[config.mk]
export PLATFORM = sky130hd
export DESIGN_NAME = key_debounce
export DESIGN_NICKNAME = d
export VERILOG_FILES = /design/src/rtl/key_debounce_pkg.sv /design/src/rtl/key_debounce_ch.sv /design/src/rtl/key_debounce.sv
export SDC_FILE = /design/constraint.sdc
export NUM_CORES = 1
export LEC_CHECK = 0
export CAP_MARGIN = 20
export CORE_MARGIN = 2
export CORE_UTILIZATION = 60
export DETAILED_ROUTE_END_ITERATION = 12
export GPL_TIMING_DRIVEN = 0
export PLACE_DENSITY_LB_ADDON = 0.05
export SETUP_SLACK_MARGIN = 0.15
export SYNTH_ARGS = -nofsm -noshare
export SYNTH_HDL_FRONTEND = slang
export SYNTH_SLANG_ARGS = --single-unit
export TNS_END_PERCENT = 100
[constraint.sdc]
create_clock -name i_clk -period 5.65 [get_ports i_clk]
set_input_delay 1.4125 -clock i_clk [delete_from_list [all_inputs] [get_ports i_clk]]
set_output_delay 1.4125 -clock i_clk [all_outputs]
set_load 0.01 [all_outputs]
[src/rtl/key_debounce_pkg.sv]
// Shared types and constants for the push-button debouncer.
// Optional long-press detection is enabled by defining KEY_DEBOUNCE_LONG_PRESS_EN.
package key_debounce_pkg;

  typedef enum logic [1:0] {
    UP        = 2'd0,
    DOWN_WAIT = 2'd1,
    DOWN      = 2'd2,
    UP_WAIT   = 2'd3
  } key_state_e;

  localparam int DEF_N_KEYS          = 3;
  localparam int DEF_DEBOUNCE_CYCLES = 240000;   // 20 ms at 12 MHz
  localparam int DEF_LONG_CYCLES     = 24000000; // 2 s at 12 MHz

  // Wide enough to hold the larger of the two terminal counts plus one.
  function automatic int cnt_width(input int debounce_cycles, input int long_cycles);
    int max_cycles;
    max_cycles = (debounce_cycles > long_cycles) ? debounce_cycles : long_cycles;
    return $clog2(max_cycles + 1);
  endfunction

endpackage

[src/rtl/key_debounce_ch.sv]
// One key: two-flop synchronizer, debounce FSM and (with KEY_DEBOUNCE_LONG_PRESS_EN)
// a saturating hold counter that emits a single long-press pulse.
module key_debounce_ch
  import key_debounce_pkg::*;
#(
  parameter int DEBOUNCE_CYCLES = DEF_DEBOUNCE_CYCLES,
`ifdef KEY_DEBOUNCE_LONG_PRESS_EN
  parameter int LONG_CYCLES     = DEF_LONG_CYCLES,
`endif
  parameter int CW              = 32
) (
  input  logic       i_clk,
  input  logic       i_rst,
  input  logic       i_key,
  output logic       o_level,
  output logic       o_press,
  output logic       o_release,
  output logic       o_long,
  output logic [1:0] o_state
);

  localparam logic [CW-1:0] DEB_LAST = CW'(DEBOUNCE_CYCLES - 1);

  logic s1;
  logic s2;
  logic p;

  // Raw button is asynchronous; resetting to 1 means "released".
  always_ff @(posedge i_clk) begin
    if (i_rst) begin
      s1 <= 1'b1;
      s2 <= 1'b1;
    end else begin
      s1 <= i_key;
      s2 <= s1;
    end
  end

  assign p = ~s2;

  key_state_e    state;
  key_state_e    state_nx;
  logic [CW-1:0] cnt;
  logic [CW-1:0] cnt_nx;
  logic          level_nx;
  logic          press_nx;
  logic          release_nx;

  always_ff @(posedge i_clk) begin
    if (i_rst) begin
      state     <= UP;
      cnt       <= '0;
      o_level   <= 1'b0;
      o_press   <= 1'b0;
      o_release <= 1'b0;
    end else begin
      state     <= state_nx;
      cnt       <= cnt_nx;
      o_level   <= level_nx;
      o_press   <= press_nx;
      o_release <= release_nx;
    end
  end

  // The debounce counter always leaves its state at DEB_LAST, so it never wraps.
  always_comb begin
    state_nx   = state;
    cnt_nx     = cnt;
    level_nx   = o_level;
    press_nx   = 1'b0;
    release_nx = 1'b0;
    case (state)
      UP: begin
        if (p) begin
          state_nx = DOWN_WAIT;
          cnt_nx   = '0;
        end
      end
      DOWN_WAIT: begin
        if (!p) begin
          state_nx = UP;
        end else if (cnt == DEB_LAST) begin
          state_nx = DOWN;
          level_nx = 1'b1;
          press_nx = 1'b1;
        end else begin
          cnt_nx = cnt + CW'(1);
        end
      end
      DOWN: begin
        if (!p) begin
          state_nx = UP_WAIT;
          cnt_nx   = '0;
        end
      end
      UP_WAIT: begin
        if (p) begin
          state_nx = DOWN;
        end else if (cnt == DEB_LAST) begin
          state_nx   = UP;
          level_nx   = 1'b0;
          release_nx = 1'b1;
        end else begin
          cnt_nx = cnt + CW'(1);
        end
      end
      default: begin
        state_nx = UP;
      end
    endcase
  end

  assign o_state = state;

`ifdef KEY_DEBOUNCE_LONG_PRESS_EN
  localparam logic [CW-1:0] LONG_LAST = CW'(LONG_CYCLES - 1);
  localparam logic [CW-1:0] LONG_SAT  = CW'(LONG_CYCLES);

  logic [CW-1:0] hold;

  // Hold counter restarts with each accepted press and parks at LONG_SAT,
  // which makes the long pulse fire exactly once per press.
  always_ff @(posedge i_clk) begin
    if (i_rst) begin
      hold   <= '0;
      o_long <= 1'b0;
    end else begin
      o_long <= 1'b0;
      if (press_nx) begin
        hold <= '0;
      end else if (state == DOWN && hold != LONG_SAT) begin
        hold   <= hold + CW'(1);
        o_long <= (hold == LONG_LAST);
      end
    end
  end
`else
  assign o_long = 1'b0;
`endif

endmodule

[src/rtl/key_debounce.sv]
// Debounce and edge-qualify N_KEYS active-low push-buttons in the bit-clock domain.
// Long-press pulses exist only when KEY_DEBOUNCE_LONG_PRESS_EN is defined.
module key_debounce
  import key_debounce_pkg::*;
#(
  parameter int N_KEYS          = DEF_N_KEYS,
  parameter int DEBOUNCE_CYCLES = DEF_DEBOUNCE_CYCLES,
  parameter int LONG_CYCLES     = DEF_LONG_CYCLES
) (
  input  logic                  i_clk,
  input  logic                  i_rst,
  input  logic [N_KEYS-1:0]     i_key,
  output logic [N_KEYS-1:0]     o_level,
  output logic [N_KEYS-1:0]     o_press,
  output logic [N_KEYS-1:0]     o_release,
  output logic [N_KEYS-1:0]     o_long,
  output logic [2*N_KEYS-1:0]   o_state
);

  localparam int CW = cnt_width(DEBOUNCE_CYCLES, LONG_CYCLES);

  if (N_KEYS < 1) begin : g_bad_n_keys
    $error("key_debounce: N_KEYS must be at least 1");
  end

  if (DEBOUNCE_CYCLES < 2) begin : g_bad_debounce
    $error("key_debounce: DEBOUNCE_CYCLES must be at least 2");
  end

`ifdef KEY_DEBOUNCE_LONG_PRESS_EN
  if (LONG_CYCLES <= DEBOUNCE_CYCLES) begin : g_bad_long
    $error("key_debounce: LONG_CYCLES must exceed DEBOUNCE_CYCLES");
  end
`endif

  for (genvar k = 0; k < N_KEYS; k++) begin : g_key
    key_debounce_ch #(
      .DEBOUNCE_CYCLES (DEBOUNCE_CYCLES),
`ifdef KEY_DEBOUNCE_LONG_PRESS_EN
      .LONG_CYCLES     (LONG_CYCLES),
`endif
      .CW              (CW)
    ) u_ch (
      .i_clk     (i_clk),
      .i_rst     (i_rst),
      .i_key     (i_key[k]),
      .o_level   (o_level[k]),
      .o_press   (o_press[k]),
      .o_release (o_release[k]),
      .o_long    (o_long[k]),
      .o_state   (o_state[2*k+1:2*k])
    );
  end

endmodule
==> results of run 1 <==
-- registers in the layout, indices dropped and copies added (netlist names), named ones only --
| register | cells |
|---|---|
| g_key.u_ch.cnt | 75 |
| g_key.u_ch.o_level | 3 |
| g_key.u_ch.o_press | 3 |
| g_key.u_ch.o_release | 3 |
| g_key.u_ch.o_state | 3 |
| g_key.u_ch.s1 | 3 |
| g_key.u_ch.s2 | 3 |
-- cell type report --
class / count / area (um^2) / area share (%)
plain buffers: 39 / 243 / 4.52
clock buffers: 10 / 128 / 2.38
clock inverters: 6 / 91.3 / 1.70
inverters: 15 / 56.3 / 1.05
multi-input cells: 430 / 2610 / 48.6
flip-flops and latches: 96 / 1920 / 35.8
well taps: 102 / 128 / 2.38
repair buffers: 19 / 190 / 3.54
-- layer usage --
layer | wire [um] | global-route usage, % | vias up
met1 | 5110 | 35.0 | 2078
met5 | 0 | 0 | -
li1 | - | - | 2195
met2 | 5110 | 43.2 | 164
met3 | 654 | 3.45 | 15
met4 | 170 | 10.9 | 0
-- cells in the final DEF (no fill, tap or decap), types with 9 or more instances in the layout --
master,n
nand2_1,55
inv_1,15
or2_2,10
o21ai_0,29
o211ai_1,13
clkbuf_8,9
xor2_1,12
and3_1,10
or3_1,15
and4_1,10
o31ai_1,11
clkdlybuf4s50_1,19
xnor2_1,15
or4_1,17
nor4_1,16
nand3_1,25
clkbuf_1,20
nor2_1,46
nand4_1,28
dfxtp_1,96
a21oi_1,32
buf_4,15
nor3_1,16
-- power by group through the flow --
stage / combinational [mW] / sequential [mW] / clock, mW
after global routing: 0.0685 / 0.688 / 0.530
after global placement: 0.0616 / 0.703 / 0
final: 0.0627 / 0.687 / 0.493
after detailed placement: 0.0620 / 0.703 / 0
after CTS: 0.0624 / 0.687 / 0.504
after floorplan: 0.0403 / 0.702 / 0
-- stage by stage --
| step | instances | cell area (um^2) |
|---|---|---|
| floorplan | 580 | 4830 |
| detailed placement | 701 | 5150 |
| CTS | 717 | 5370 |
| global route | 717 | 5370 |
| global placement | 701 | 5150 |
| finish | 717 | 5370 |
-- logic make-up (layout without fill, tap and decap cells) --
group | Yosys count | count (layout) | synth area share [%]
flops | 96 | 96 | 39.8
xor+xnor | 27 | 27 | 4.90
mux | 2 | 2 | 0.415
compound gates | 114 | 114 | 15.1
other cells | 1 | 3 | 0.0777
buf+inv | 54 | 89 | 6.20
simple gates | 281 | 281 | 32.7
fa+ha+maj | 3 | 3 | 0.778
-- how the worst max path moves through the flow --
stage | from | to | cells after the start
after floorplan | i_rst | g_key[0].u_ch.cnt[4] | 5
after global placement | i_rst | g_key[0].u_ch.cnt[20] | 6
after detailed placement | i_rst | g_key[0].u_ch.cnt[12] | 6
after CTS | i_rst | g_key[0].u_ch.cnt[12] | 6
after global routing | i_rst | g_key[0].u_ch.cnt[5] | 6
final | i_rst | g_key[0].u_ch.cnt[12] | 6
==> impl_metrics.py, run 1 <==
metrics = {
    "setup_path": {
        "cp_top_family": "buffers and inverters",
        "critPathMaxFanout": 10,
        "worst-path-buf-inv": 4,
        "r2r_start": "g_key[0].u_ch.s2",
        "crit_top_cell": "clkbuf_1",
        "cp-start-kind": "input pin",
        "crit_path_top_delay_cell": "clkdlybuf4s50_1",
        "slowest_delay_ps": 520,
        "worstPathArrival_ps": 3480,
        "cp.required_ps": 5890,
        "critical_path_class": "in -> reg",
        "endpoint_kind": "register",
        "crit_chain": "clkdlybuf4s50_1, inv_1, o21ai_0, clkbuf_1, clkbuf_1, nor2_1",
        "r2r_cells": 6,
        "regToRegSetupSlack_ps": 3160,
        "reg2reg_to": "g_key[0].u_ch.cnt[12]",
    },
    "power": {
        "p_switching_mw": 0.286,
        "leakage_nw": 1.76,
        "total_power_mw": 1.24,
        "power_frac_comb_pct": 5.0,
        "power_density_nw_per_um2": 231,
        "ir_worst_vdd_v": 0.000136,
        "p_clk_share_pct": 39.6,
        "p_int_mw": 0.957,
        "sequentialPowerShare_pct": 55.3,
        "p_sw_share_pct": 23.0,
    },
    "worst_hold_path": {
        "hold-path-cell-count": 1,
        "holdPathEnd": "g_key[2].u_ch.s2",
        "hold_start": "g_key[2].u_ch.s1",
        "worstHoldPathType": "reg -> reg",
    },
    "timing": {
        "rsz0062_at_grt": "no",
        "tightest_slew_ps": 958,
        "max_freq_mhz": 308,
        "setup_viol_count_final": 0,
        "relSlewSlack_pct": 35.5,
        "hold_viol": 0,
        "layout_min_cycle_time_ps": 3240,
        "fin_hold_ws_ps": 415,
        "maxSlewViolCount": 0,
        "skew_ps": 8.97,
        "fin_ws_ps": 2410,
        "finalSetupTns_ps": 0,
        "fin_crit_sh_pct": 57.4,
    },
    "routing": {
        "post-route-drc-count": 0,
        "drt_first_iter_violations": 238,
        "dr_total_vias": 4452,
        "avgRoutedWirePerCell_um": 15.4,
        "drtAntennaViolNets": 0,
        "via_per_inst": 6.21,
        "drtPass1Iterations": 4,
        "wirelength_um": 11000,
    },
    "cts": {
        "cts_hold_buf": 0,
        "post-cts-setup-buffer-count": 0,
        "cts_buffer_depth": 2,
        "clk_latency_ps": 360,
        "cts_tree": "yes",
        "cts_buffers": 9,
        "cts_resized": 0,
        "path_clk_slew_ps": 90,
        "clock-root-buffer": "clkbuf_8",
        "h-tree-depth": 3,
        "clock_sinks": 96,
    },
    "yosys": {
        "netlist-cell-type-count": 57,
        "synth_area_um2": 4830,
        "synth_edf_count": 0,
        "synth_ff_type": "dfxtp_1",
        "ys_async_sr_fraction_pct": 0,
        "yosys.area.top_type": "dfxtp_1",
        "synthTopCellsByCount": "dfxtp_1, nand2_1, nor2_1, a21oi_1, o21ai_0",
        "ys_seq_area_share_pct": 39.8,
        "syn_inst": 578,
        "synth-seq-cells": 96,
        "synth_top_area_share_pct": 39.8,
        "synth.area.top_cells": "dfxtp_1, nand2_1, nand4_1",
        "yosysMostFrequentCell": "dfxtp_1",
        "yosys_warnings": 0,
        "avgSynthCellArea_um2": 8.35,
    },
    "cells_and_area": {
        "post-route-util_pct": 69.1,
        "nets": 618,
        "num_antenna_cells": 0,
        "syn_to_final_growth_pct": 11.3,
        "fillers": 646,
        "drive_gt1_share_pct": 10.1,
    },
    "floorplanning": {
        "initial_utilization_pct": 62.1,
        "die_w_um": 93.7,
        "die_h_um": 93.7,
        "dieArea_um2": 8780,
        "fp.coreArea_um2": 7770,
        "pin_count": 23,
        "placementRows": 32,
    },
    "global_routing": {
        "grt_max_degree": 17,
        "first_global_vias": 4222,
        "antenna_found_initial": 0,
        "track_usage_pct": 26.3,
        "grt_first_pass_wirelength_um": 18900,
        "gr-total-overflow": 0,
    },
    "flow_run": {
        "maxCapViolations": 0,
    },
    "placement": {
        "dp_slack_ps": 2090,
        "dpl.hpwl_um": 7770,
        "io_buffer_count": 19,
        "place.gp.congestion": 0.930,
    },
    "run_status": {
        "status": "complete, no violations",
    },
}
(Power assumes the default switching activity.)
==> inputs of run 2 (changes only) <==
==> constraint.sdc (replaced) <==
create_clock -name i_clk -period 3.1 [get_ports i_clk]
set_input_delay 0.775 -clock i_clk [delete_from_list [all_inputs] [get_ports i_clk]]
set_output_delay 0.775 -clock i_clk [all_outputs]
set_load 0.01 [all_outputs]
==> results of run 2 <==
The final DEF is identical to that of run 1. Status: complete, no violations.
Among the figures that moved: setup slack after placement 2090 ps -> 179 ps; setup slack after layout 2410 ps -> 494 ps; register-to-register setup slack 3160 ps -> 610 ps; total power 1.24 mW -> 2.27 mW; worst IR drop on VDD 0.000136 V -> 0.000248 V
